==> src/rtl/i2c_pkg.sv <==
// Shared types and bus constants for the I2C register target.
package i2c_pkg;

  typedef enum logic [2:0] {
    ST_IDLE     = 3'd0,
    ST_ADDR     = 3'd1,
    ST_ADDR_ACK = 3'd2,
    ST_WR_BYTE  = 3'd3,
    ST_WR_ACK   = 3'd4,
    ST_RD_BYTE  = 3'd5,
    ST_RD_ACK   = 3'd6,
    ST_IGNORE   = 3'd7
  } i2c_tgt_state_t;

  localparam logic I2C_ACK     = 1'b0;
  localparam logic I2C_NACK    = 1'b1;
  localparam logic I2C_RW_READ = 1'b1;

endpackage

==> src/rtl/i2c_line_filter.sv <==
// Two-flop synchronizer followed by a run-length glitch filter for one I2C line.
module i2c_line_filter #(
  parameter int FILTER_LEN = 3
) (
  input  logic clk,
  input  logic rst_n,
  input  logic pin,
  output logic level,
  output logic rise,
  output logic fall
);

  localparam int CW = (FILTER_LEN > 1) ? $clog2(FILTER_LEN) : 1;

  logic [1:0]    sync;
  logic [CW-1:0] cnt;

  // Idle I2C lines are pulled high, so reset to 1 to avoid a spurious edge.
  always_ff @(posedge clk or negedge rst_n) begin
    if (!rst_n) begin
      sync  <= 2'b11;
      level <= 1'b1;
      cnt   <= '0;
      rise  <= 1'b0;
      fall  <= 1'b0;
    end else begin
      sync <= {sync[0], pin};
      rise <= 1'b0;
      fall <= 1'b0;
      if (sync[1] == level) begin
        cnt <= '0;
      end else if (cnt == CW'(FILTER_LEN - 1)) begin
        level <= sync[1];
        rise  <= sync[1];
        fall  <= ~sync[1];
        cnt   <= '0;
      end else begin
        cnt <= cnt + 1'b1;
      end
    end
  end

endmodule

==> src/rtl/i2c_target_regs.sv <==
// I2C target exposing an 8-bit-addressed register space with an auto-incrementing pointer.
module i2c_target_regs
  import i2c_pkg::*;
#(
  parameter logic [6:0] DEV_ADDR   = 7'h42,
  parameter int         FILTER_LEN = 3
) (
  input  logic           clk,
  input  logic           rst_n,
  input  logic           scl_in,
  input  logic           sda_in,
  output logic           sda_oe,
  output logic [7:0]     reg_addr,
  input  logic [7:0]     reg_rdata,
  output logic [7:0]     reg_wdata,
  output logic           reg_we,
  output logic           reg_rd,
  output logic           busy,
  output i2c_tgt_state_t fsm_state
);

  // Register-side strobes: reg_we is a single-clk write of reg_wdata to reg_addr;
  // reg_rd is a single-clk mark that reg_rdata was captured. Neither waits for a ready.

  logic scl_lvl, scl_rise, scl_fall;
  logic sda_lvl, sda_rise, sda_fall;

  i2c_line_filter #(.FILTER_LEN(FILTER_LEN)) u_scl_filter (
    .clk   (clk),
    .rst_n (rst_n),
    .pin   (scl_in),
    .level (scl_lvl),
    .rise  (scl_rise),
    .fall  (scl_fall)
  );

  i2c_line_filter #(.FILTER_LEN(FILTER_LEN)) u_sda_filter (
    .clk   (clk),
    .rst_n (rst_n),
    .pin   (sda_in),
    .level (sda_lvl),
    .rise  (sda_rise),
    .fall  (sda_fall)
  );

  i2c_tgt_state_t state;
  logic [2:0]     bit_cnt;
  logic [7:0]     shreg;
  logic           rw;
  logic           first_byte;
  logic           rd_acked;
  logic           incr_pending;
  logic           start_det;
  logic           stop_det;
  logic [7:0]     rx_byte;
  logic           addr_match;
  logic           load_tx;

  assign start_det  = sda_fall & scl_lvl;
  assign stop_det   = sda_rise & scl_lvl;
  assign rx_byte    = {shreg[6:0], sda_lvl};
  assign addr_match = (rx_byte[7:1] == DEV_ADDR);
  assign fsm_state  = state;

  // Loading a transmit byte happens at the SCL fall that ends either the
  // address ACK of a read or an ACKed read byte.
  always_comb begin
    load_tx = 1'b0;
    if (!start_det && !stop_det && scl_fall) begin
      if (state == ST_ADDR_ACK && sda_oe && rw == I2C_RW_READ)
        load_tx = 1'b1;
      if (state == ST_RD_ACK && rd_acked)
        load_tx = 1'b1;
    end
  end

  always_ff @(posedge clk or negedge rst_n) begin
    if (!rst_n) begin
      state        <= ST_IDLE;
      bit_cnt      <= '0;
      shreg        <= '0;
      rw           <= 1'b0;
      first_byte   <= 1'b0;
      rd_acked     <= 1'b0;
      incr_pending <= 1'b0;
      sda_oe       <= 1'b0;
      busy         <= 1'b0;
      reg_addr     <= '0;
      reg_wdata    <= '0;
      reg_we       <= 1'b0;
      reg_rd       <= 1'b0;
    end else begin
      reg_we       <= 1'b0;
      reg_rd       <= 1'b0;
      incr_pending <= 1'b0;
      if (incr_pending)
        reg_addr <= reg_addr + 8'd1;

      if (start_det) begin
        state      <= ST_ADDR;
        bit_cnt    <= '0;
        sda_oe     <= 1'b0;
        first_byte <= 1'b1;
        rd_acked   <= 1'b0;
      end else if (stop_det) begin
        state  <= ST_IDLE;
        sda_oe <= 1'b0;
        busy   <= 1'b0;
      end else begin
        case (state)
          ST_ADDR: begin
            if (scl_rise) begin
              shreg   <= rx_byte;
              bit_cnt <= bit_cnt + 3'd1;
              if (bit_cnt == 3'd7) begin
                if (addr_match) begin
                  state <= ST_ADDR_ACK;
                  busy  <= 1'b1;
                  rw    <= sda_lvl;
                end else begin
                  state <= ST_IGNORE;
                  busy  <= 1'b0;
                end
              end
            end
          end

          // sda_oe doubles as the ACK phase marker: low until the fall
          // ending bit 8, high for the ACK bit itself.
          ST_ADDR_ACK: begin
            if (scl_fall) begin
              if (!sda_oe) begin
                sda_oe <= 1'b1;
              end else if (rw != I2C_RW_READ) begin
                sda_oe  <= 1'b0;
                bit_cnt <= '0;
                state   <= ST_WR_BYTE;
              end
            end
          end

          ST_WR_BYTE: begin
            if (scl_rise) begin
              shreg   <= rx_byte;
              bit_cnt <= bit_cnt + 3'd1;
              if (bit_cnt == 3'd7) begin
                state <= ST_WR_ACK;
                if (first_byte) begin
                  reg_addr   <= rx_byte;
                  first_byte <= 1'b0;
                end else begin
                  reg_wdata    <= rx_byte;
                  reg_we       <= 1'b1;
                  incr_pending <= 1'b1;
                end
              end
            end
          end

          ST_WR_ACK: begin
            if (scl_fall) begin
              if (!sda_oe) begin
                sda_oe <= 1'b1;
              end else begin
                sda_oe  <= 1'b0;
                bit_cnt <= '0;
                state   <= ST_WR_BYTE;
              end
            end
          end

          // bit_cnt wraps to 0 after the eighth rise, which marks the byte end.
          ST_RD_BYTE: begin
            if (scl_rise) begin
              bit_cnt <= bit_cnt + 3'd1;
            end else if (scl_fall) begin
              if (bit_cnt == 3'd0) begin
                sda_oe   <= 1'b0;
                rd_acked <= 1'b0;
                state    <= ST_RD_ACK;
              end else begin
                shreg  <= {shreg[6:0], 1'b0};
                sda_oe <= ~shreg[6];
              end
            end
          end

          ST_RD_ACK: begin
            if (scl_rise) begin
              if (sda_lvl == I2C_NACK)
                state <= ST_IGNORE;
              else
                rd_acked <= 1'b1;
            end
          end

          default: begin
          end
        endcase

        if (load_tx) begin
          shreg        <= reg_rdata;
          reg_rd       <= 1'b1;
          incr_pending <= 1'b1;
          sda_oe       <= ~reg_rdata[7];
          bit_cnt      <= '0;
          rd_acked     <= 1'b0;
          state        <= ST_RD_BYTE;
        end
      end
    end
  end

endmodule

==> config.mk <==
export PLATFORM = sky130hd
export DESIGN_NAME = i2c_target_regs
export DESIGN_NICKNAME = d
export VERILOG_FILES = /design/src/rtl/i2c_pkg.sv /design/src/rtl/i2c_line_filter.sv /design/src/rtl/i2c_target_regs.sv
export SDC_FILE = /design/constraint.sdc
export NUM_CORES = 1
export LEC_CHECK = 0
export CAP_MARGIN = 20
export CORE_MARGIN = 2
export CORE_UTILIZATION = 48
export CTS_BUF_LIST = sky130_fd_sc_hd__clkbuf_16
export DETAILED_ROUTE_END_ITERATION = 8
export GPL_ROUTABILITY_DRIVEN = 0
export PLACE_DENSITY = 0.8
export SLEW_MARGIN = 20
export SYNTH_ARGS = -nofsm -noshare
export SYNTH_HDL_FRONTEND = slang
export SYNTH_SLANG_ARGS = --single-unit
==> constraint.sdc <==
create_clock -name clk -period 4.2 [get_ports clk]
set_clock_uncertainty 0.05 [all_clocks]
set_input_delay 0.63 -clock clk [delete_from_list [all_inputs] [get_ports clk]]
set_output_delay 0.63 -clock clk [all_outputs]
set_load 0.05 [all_outputs]
# After elaboration in Yosys (flattened, before gate mapping)
# Cells that the tools add are included.
# W data, S select, Z words.
[totals]
in_bits = 12
output_inout_bits = 23
reg_bits = 51
elab_cells = 212
[op_classes]
muxes = 100
n_bitwise = 11
n_eq_ne = 42
reduce_logical = 32
add_sub_neg = 4
[ops]
columns = ["op", "count"]
rows = [
  ["$mux W3", 27],
  ["$mux W8", 7],
  ["$mux W1", 52],
  ["$mux W7", 5],
  ["$ne A5 B4 Y1 const B", 7],
  ["$ne A5 B5 Y1 const B", 7],
  ["$ne A4 B4 Y1 const B", 6],
  ["$pmux W3 S6", 1],
  ["$ne A4 B3 Y1 const B", 4],
  ["$reduce_and A15 Y1", 1],
  ["$pmux W7 S2", 1],
  ["$reduce_and A7 Y1", 2],
  ["$eq A3 B3 Y1 const B", 4],
  ["$reduce_and A6 Y1", 2],
  ["$reduce_bool A2 Y1", 6],
  ["$not A1 Y1", 9],
  ["$pmux W3 S3", 1],
  ["$reduce_bool A9 Y1", 1],
  ["$add A8 B1 Y8 const B", 1],
  ["$mux W2", 4],
  ["$reduce_and A4 Y1", 2],
  ["$reduce_and A8 Y1", 1],
  ["$eq A7 B7 Y1 const B", 1],
  ["$eq A3 B2 Y1 const B", 2],
  ["other kinds (24)", 35],
]

# Depth between registers and ports, before layout
# Gate-level depths: netlist of run 1.
[logic_depth]
ltp_word = 9
mapped_depth = 9

# Modules after synthesis
# From an unflattened synthesis of run 1, not the netlist that was laid out.
[hier_totals]
cells_unflattened = 234
area_unflattened_um2 = 2547.4
[by_module_without_submodules]
columns = ["module", "area_each_um2", "seq_area_each_um2", "cells_each", "n_inst"]
rows = [
  ["i2c_target_regs", 2059.5, 925.9, 206, 1],
  ["i2c_line_filter", 244.0, 178.9, 14, 2],
]

# Worst setup path after synthesis of run 1
# OpenSTA, ideal clock, no wires.
[synth_timing]
path_kind = "register to register"
from = "reg state[2], in the netlist fsm_state[2]"
to = "reg shreg[4]"
path_slack_ns = 1.960
arrival_ns = 2.065
setup_ns = 0.125
stages_incl_launch_ff = 7
cell_sequence = "dfrtp_1 -> buf_2 -> nand3b_4 -> a211oi_4 -> buf_4 -> mux2_2 -> mux2_2"
[synth_via]
elab_chain_cells = 8
word_cells_on_any_way = 20
classes_between = "eq/ne: 9; mux: 5; reduce/logical: 6"
[synth_lines]
columns = ["item", "line_no", "text"]
rows = [
  ["start, declared", "i2c_target_regs.sv:46", "i2c_tgt_state_t state;"],
  ["start signal, assigned", "i2c_target_regs.sv:79", "state <= ST_IDLE;"],
  ["start signal, assigned", "i2c_target_regs.sv:100", "state <= ST_ADDR;"],
  ["start signal, assigned", "i2c_target_regs.sv:106", "state <= ST_IDLE;"],
  ["$eq A3 B2 Y1", "i2c_target_regs.sv:70", "if (state == ST_ADDR_ACK && sda_oe && rw == I2C_RW_READ)"],
  ["$logic_and A1 B1 Y1 (2 in series)", "i2c_target_regs.sv:70", ""],
  ["$mux W1", "i2c_target_regs.sv:70", ""],
  ["$mux W1", "i2c_target_regs.sv:72", "if (state == ST_RD_ACK && rd_acked)"],
  ["$mux W1", "i2c_target_regs.sv:69", "if (!start_det && !stop_det && scl_fall) begin"],
  ["$ne A3 B3 Y1 (no line) (tied with other cells)", "--", ""],
  ["$reduce_and A7 Y1 (no line)", "--", ""],
  ["end signal, assigned", "i2c_target_regs.sv:113", "shreg <= rx_byte;"],
  ["end signal, assigned", "i2c_target_regs.sv:144", "shreg <= rx_byte;"],
  ["end signal, assigned", "i2c_target_regs.sv:182", "shreg <= {shreg[6:0], 1'b0};"],
  ["end, declared", "i2c_target_regs.sv:48", "logic [7:0] shreg;"],
]
# Several ways; a longest one is shown, not always the timed one.
# A chain may end at the register's enable or synchronous reset.

# Final worst setup path of run 1
[layout_timing]
from = "reg state[2], in the netlist fsm_state[2]"
to = "out fsm_state[2]"
[layout_rtl]
columns = ["item", "line_no", "text"]
rows = [
  ["end, declared", "i2c_target_regs.sv:19", "output i2c_tgt_state_t fsm_state"],
]
# No word-level cell between the ends.

==> results of run 1 <==
final cells by class:
class	count	area (sq um)
clock buffers	5	125
clock inverters	3	18.8
fillers	445	2040
inverters	7	26.3
multi-input cells	169	1220
flip-flops and latches	51	1280
well taps	70	87.6
repair buffers	35	343
logic make-up (layout without fill, tap and decap cells):
group                    count (synthesis)  after routing  synth area share [%]
adder cells (fa/ha/maj)                  4              4                  1.94
flip-flops                              51             51                  49.7
multiplexers                            28             28                  12.1
AO/OA/AOI/OAI                           52             52                  13.7
XOR/XNOR                                 7              7                  2.37
AND/OR/NAND/NOR                         78             78                  17.1
buffers and inverters                   16             50                  3.05
power by group:
part / internal, mW / leakage [nW] / total [mW] / switching, mW
Clock: 0.221 / 0.0740 / 0.404 / 0.183
Sequential: 0.555 / 0.681 / 0.647 / 0.0915
Combinational: 0.123 / 0.605 / 0.260 / 0.137
cells in the final DEF, fill, tap and decap left out, types with 2 or more instances in the layout:
| cell | Yosys | final |
|---|---|---|
| or2_2 | 2 | 2 |
| clkdlybuf4s50_1 | 0 | 33 |
| nand2b_1 | 7 | 7 |
| inv_1 | 7 | 7 |
| nor2_1 | 21 | 21 |
| a22o_1 | 2 | 2 |
| nor2b_1 | 7 | 7 |
| nor3b_1 | 2 | 2 |
| ha_1 | 4 | 4 |
| o22ai_1 | 3 | 3 |
| nand4_1 | 4 | 4 |
| dfrtp_1 | 45 | 45 |
| mux2_2 | 26 | 26 |
| mux2i_1 | 2 | 2 |
| and2_1 | 2 | 2 |
| nand2_1 | 16 | 16 |
| o21ai_0 | 10 | 10 |
| clkinv_2 | 0 | 2 |
| nor3_4 | 2 | 2 |
| a21oi_1 | 15 | 15 |
| o21a_1 | 2 | 2 |
| nand3_1 | 4 | 4 |
| nand3b_1 | 2 | 2 |
| clkbuf_16 | 0 | 5 |
| xor2_1 | 4 | 4 |
| dfstp_2 | 6 | 6 |
| a31oi_1 | 2 | 2 |
| a211oi_1 | 4 | 4 |
| xnor2_1 | 3 | 3 |
metal layers:
layer	routed length [um]	share of wire (%)	vias up	track usage [%]
met4	54	1.0	0	6.25
met2	2570	48	52	29.0
met1	2450	46	941	26.7
met5	0	0	-	0
li1	-	-	907	-
met3	259	4.9	8	4.07
state kept, by name, indices dropped and copies added, names as in the netlist, 2 cells and up:
| name | cells |
|---|---|
| bit_cnt | 3 |
| fsm_state | 3 |
| reg_addr | 8 |
| reg_wdata | 8 |
| shreg | 7 |
| u_scl_filter.cnt | 2 |
| u_scl_filter.sync | 2 |
| u_sda_filter.cnt | 2 |
| u_sda_filter.sync | 2 |
worst min path at each step:
stage / startpoint / to / slack (ps) / depth (start not counted)
after floorplan: rst_n / bit_cnt[0]$_DFFE_PN0P_ / 280 / 0
after global placement: u_sda_filter.sync[0]$_DFF_PN1_ / u_sda_filter.sync[1]$_DFF_PN1_ / 300 / 0
after detailed placement: u_scl_filter.sync[0]$_DFF_PN1_ / u_scl_filter.sync[1]$_DFF_PN1_ / 300 / 0
after CTS: u_sda_filter.sync[0]$_DFF_PN1_ / u_sda_filter.sync[1]$_DFF_PN1_ / 310 / 0
after global routing: u_scl_filter.sync[0]$_DFF_PN1_ / u_scl_filter.sync[1]$_DFF_PN1_ / 310 / 0
final: u_scl_filter.sync[0]$_DFF_PN1_ / u_scl_filter.sync[1]$_DFF_PN1_ / 310 / 0
stage by stage:
| stage | utilization [%] | power, mW | instances | cell area, sq um |
|---|---|---|---|---|
| finish | 60.4 | 1.31 | 340 | 3100 |
| global route | 60.4 | 1.37 | 340 | 3100 |
| CTS | 60.4 | 1.31 | 340 | 3100 |
| detailed placement | 57.6 | 0.907 | 332 | 2960 |
| global placement | 57.6 | 0.896 | 332 | 2960 |
| floorplan | - | 0.825 | 236 | 2580 |
==> flow_metrics.env, run 1 <==
export IMPL_status="complete, no violations"
export IMPL_synthTopCellsByArea="dfrtp_1, mux2_2, dfstp_2"
export IMPL_grt_pass1_wl_um=9030
export IMPL_critPathLaunchType="flip-flop"
export IMPL_max_freq_ghz=0.390
export IMPL_hold_slack_ps=306
export IMPL_synth_async_reset_ratio_pct=100
export IMPL_crit_cells=1
export IMPL_hold_violations=0
export IMPL_ir_drop_v=0.000231
export IMPL_grtUsageTotal_pct=18.8
export IMPL_dr_pass1_iters=4
export IMPL_cpPeakStageDelay_ps=910
export IMPL_path_class="reg2out"
export IMPL_r2r_start="fsm_state[1]$_DFFE_PN0P_"
export IMPL_max_slew_margin_rel_pct=57.3
export IMPL_tightest_slew_ps=640
export IMPL_yosysWarnings=0
export IMPL_die_y_um=77.4
export IMPL_synth_ff_type="dfrtp_1"
export IMPL_coreArea_sq_um=5140
export IMPL_h_tree_depth=2
export IMPL_wl_um=5330
export IMPL_synth_common_cells="dfrtp_1, mux2_2, nor2_1, nand2_1, a21oi_1"
export IMPL_critPathRequiredTime_ps=3520
export IMPL_die_area_sq_um=5980
export IMPL_fin_setup_tns_ps=0
export IMPL_ys_types=54
export IMPL_hpwl_um=3620
export IMPL_post_place_ws_ps=1900
export IMPL_yosysTopAreaCellShare_pct=43.6
export IMPL_critPathArrivalTime_ps=1890
export IMPL_num_rows=26
export IMPL_layout_nets=285
export IMPL_cap_violations=0
export IMPL_crit_chain="clkdlybuf4s50_1"
export IMPL_yosysMostFrequentCell="dfrtp_1"
export IMPL_antenna_found_initial=0
export IMPL_grt_max_degree=52
export IMPL_io_buffers=34
export IMPL_via_per_inst=5.61
export IMPL_pin_count=35
export IMPL_ys_seq_area_share_pct=49.7
export IMPL_cp_end_kind="output port"
export IMPL_cts_setup_buffers=0
export IMPL_finalSetupViolations=0
export IMPL_rr_endpoint="shreg[1]$_DFFE_PN0P_"
export IMPL_synth_top_cell_by_area="dfrtp_1"
export IMPL_syn_avg_cell_area_sq_um=10.9
export IMPL_cts_clk_slew_worst_paths_ps=70
export IMPL_layout_drive_gt1_share_pct=18.9
export IMPL_route_detailed_drc=0
export IMPL_netlist_area_sq_um=2580
export IMPL_syn_nets=252
export IMPL_path_buf_inv=1
export IMPL_drt_iter0_drc=344
export IMPL_diodes=0
export IMPL_path_max_fanout=21
export IMPL_drtAntennaViolNets=0
export IMPL_p_leak_nw=1.36
export IMPL_cts_buffers_inserted=5
export IMPL_maxSlewViolCount=0
export IMPL_tritoncts="yes"
export IMPL_synth_edf_count=0
export IMPL_slowest_stage="clkdlybuf4s50_1"
export IMPL_startpoint="fsm_state[2]$_DFFE_PN0P_"
export IMPL_die_x_um=77.4
export IMPL_clk_latency_ps=300
export IMPL_synthCells=236
export IMPL_fin_ws_ps=1630
export IMPL_clk_path_buf_depth=2
export IMPL_initial_core_util_pct=50.2
export IMPL_wire_per_inst_um=15.7
export IMPL_cts_hold_repair_buffers=0
export IMPL_clkSinkCount=51
export IMPL_ctsResizeCount=0
export IMPL_pwr_density_cell_nw_per_um2=422
export IMPL_period_minus_slack_ps=2570
export IMPL_grt_overflow=0
export IMPL_fin_crit_sh_pct=61.1
export IMPL_crit_end="fsm_state[2]"
export IMPL_hold_class="reg2reg"
export IMPL_ctsRootBufferMaster="clkbuf_16"
export IMPL_synthToLayoutAreaGrowth_pct=20.2
export IMPL_reg2reg_depth=4
export IMPL_rsz0062_at_grt="no"
export IMPL_critical_path_top_delay_family="buffers and inverters"
export IMPL_grt_pass1_vias=1864
export IMPL_ys_ff_latch=51
export IMPL_vias=1908
export IMPL_regToRegSetupSlack_ps=1880
Power figures use the tool's default switching activity.
==> inputs of run 2 (changes only) <==
Settings changed: PLACE_DENSITY 0.8 to 0.83.
Clock period 4.2 ns to 2.1 ns, I/O delays scaled along.
==> run 2 against run 1 <==
Net effect:
- die area is the same
- final cell count rose by 4.4%
- combinational power grew to 2.5 times the previous value
- largest cell class unchanged
- non-clock buffer count is 15 higher
- setup slack got worse by 1500 ps
- critical path depth rose by 4
- via count grew 5.3%
- critical endpoint is now shreg[3]$_DFFE_PN0P_
==> flow_metrics.env, run 2 (synthesis gave the netlist of run 1 again) <==
export IMPL_slowest_stage="dfrtp_2"
export IMPL_pwr_density_cell_nw_per_um2=829
export IMPL_grt_overflow=0
export IMPL_worst_path_most_repeated_cell="a21oi_1"
export IMPL_drtAntennaViolNets=0
export IMPL_route_detailed_drc=0
export IMPL_fin_crit_sh_pct=95.6
export IMPL_power_mw=2.68
export IMPL_grt_pass1_wl_um=9400
export IMPL_num_rows=26
export IMPL_wl_um=5540
export IMPL_hold_violations=0
export IMPL_wire_per_inst_um=15.6
export IMPL_ir_drop_v=0.000547
export IMPL_dr_pass1_iters=5
export IMPL_layout_drive_gt1_share_pct=24.2
export IMPL_hold_class="reg2reg"
export IMPL_io_buffers=34
export IMPL_pin_count=35
export IMPL_fin_setup_tns_ps=0
export IMPL_grtUsageTotal_pct=19.8
export IMPL_clkSinkCount=51
export IMPL_rsz0062_at_grt="no"
export IMPL_max_freq_ghz=0.498
export IMPL_tritoncts="yes"
export IMPL_vias=2010
export IMPL_maxSlewViolCount=0
export IMPL_die_x_um=77.4
export IMPL_layout_common_cells="dfrtp_1, clkdlybuf4s50_1, mux2_2"
export IMPL_cts_clk_slew_worst_paths_ps=70
export IMPL_final_common_cell="dfrtp_1"
export IMPL_crit_chain="nand3b_1 > a21oi_1 > a21oi_1 > nor3_4 > mux2_2"
export IMPL_antenna_found_initial=0
export IMPL_drt_iter0_drc=265
export IMPL_coreArea_sq_um=5140
export IMPL_p_leak_nw=1.44
export IMPL_h_tree_depth=2
export IMPL_grt_max_degree=40
export IMPL_layout_cells_non_filler=355
export IMPL_status="complete, no violations"
export IMPL_cts_setup_buffers=0
export IMPL_critPathLaunchType="flip-flop"
export IMPL_path_max_fanout=7
export IMPL_critPathArrivalTime_ps=2140
export IMPL_synthToLayoutAreaGrowth_pct=25.2
export IMPL_cpPeakStageDelay_ps=430
export IMPL_path_class="reg2reg"
export IMPL_tightest_slew_ps=529
export IMPL_reg_largest_list="reg_addr: 8 flops, reg_wdata: 8 flops, shreg: 7 flops"
export IMPL_critPathRequiredTime_ps=2230
export IMPL_die_y_um=77.4
export IMPL_hpwl_um=4040
export IMPL_dp_cells=346
export IMPL_diodes=0
export IMPL_cp_end_kind="flip-flop"
export IMPL_max_slew_margin_rel_pct=64.4
export IMPL_period_minus_slack_ps=2010
export IMPL_cap_violations=0
export IMPL_layout_nets=300
export IMPL_cts_buffers_inserted=5
export IMPL_clk_path_buf_depth=2
export IMPL_grt_pass1_vias=2023
export IMPL_ctsRootBufferMaster="clkbuf_16"
export IMPL_initial_core_util_pct=50.2
export IMPL_clk_latency_ps=290
export IMPL_finalSetupViolations=0
export IMPL_die_area_sq_um=5980
export IMPL_via_per_inst=5.66
[run 2: worst paths after layout]
path	from	to	slack, ps	cells past startpoint
worst max register to register	fsm_state[0]$_DFFE_PN0P_	shreg[3]$_DFFE_PN0P_	90	5
worst max-delay path	fsm_state[0]$_DFFE_PN0P_	shreg[3]$_DFFE_PN0P_	90	5
worst min register to register	u_scl_filter.sync[0]$_DFF_PN1_	u_scl_filter.sync[1]$_DFF_PN1_	310	0
min in group asynchronous	rst_n	reg_rd$_DFF_PN0_	410	2
max in group asynchronous	rst_n	u_scl_filter.level$_DFFE_PN1P_	1020	3
worst min-delay path	u_scl_filter.sync[0]$_DFF_PN1_	u_scl_filter.sync[1]$_DFF_PN1_	310	0
[run 2: layout make-up]
type	instances	area [sq um]
clock buffer	5	125
timing repair buffer	50	465
inverter	7	26.3
sequential	51	1290
clock inverter	3	16.3
multi-input combinational	169	1220
tap	70	87.6
fill	422	1910
[run 2: power by group]
| group | switching (mW) | internal [mW] |
|---|---|---|
| combinational | 0.356 | 0.307 |
| sequential | 0.110 | 1.11 |
| clock | 0.357 | 0.438 |
| total | 0.822 | 1.86 |
[run 2: metrics by stage]
stage               hold slack (ps)  setup slack (ps)  instance area, sq um  utilization, %
floorplan                     -30.6              6.26                  2590               -
global placement                191               133                  3080            59.9
detailed placement              196              31.8                  3080            59.9
CTS                             308              30.9                  3230            62.8
global route                    312              34.6                  3230            62.9
finish                          307              93.0                  3230            62.9
[run 2: critical path, delay by kind of cell, from the launching register on]
kind | cells | cell delay, ps
AOI/OAI and AO/OA | 2 | 430
muxes | 1 | 390
DFF | 1 | 430
and+or+nand+nor | 2 | 590
[run 2: what timing repair did]
item,4_1_cts,5_1_grt
gates resized for setup,0,1
hold buffers,1,0
setup endpoints to repair,0,8
hold endpoints to repair,12,0
[run 2: per-layer routing]
metal  routed length, um  part of all wire (%)  track usage [%]  vias up
met5                   0                     0                0        -
met4                 167                   3.0             8.39        0
met3                 282                   5.1             4.19       20
met2                2710                    49             33.0       78
met1                2380                    43             25.2      971
li1                    -                     -                -      941
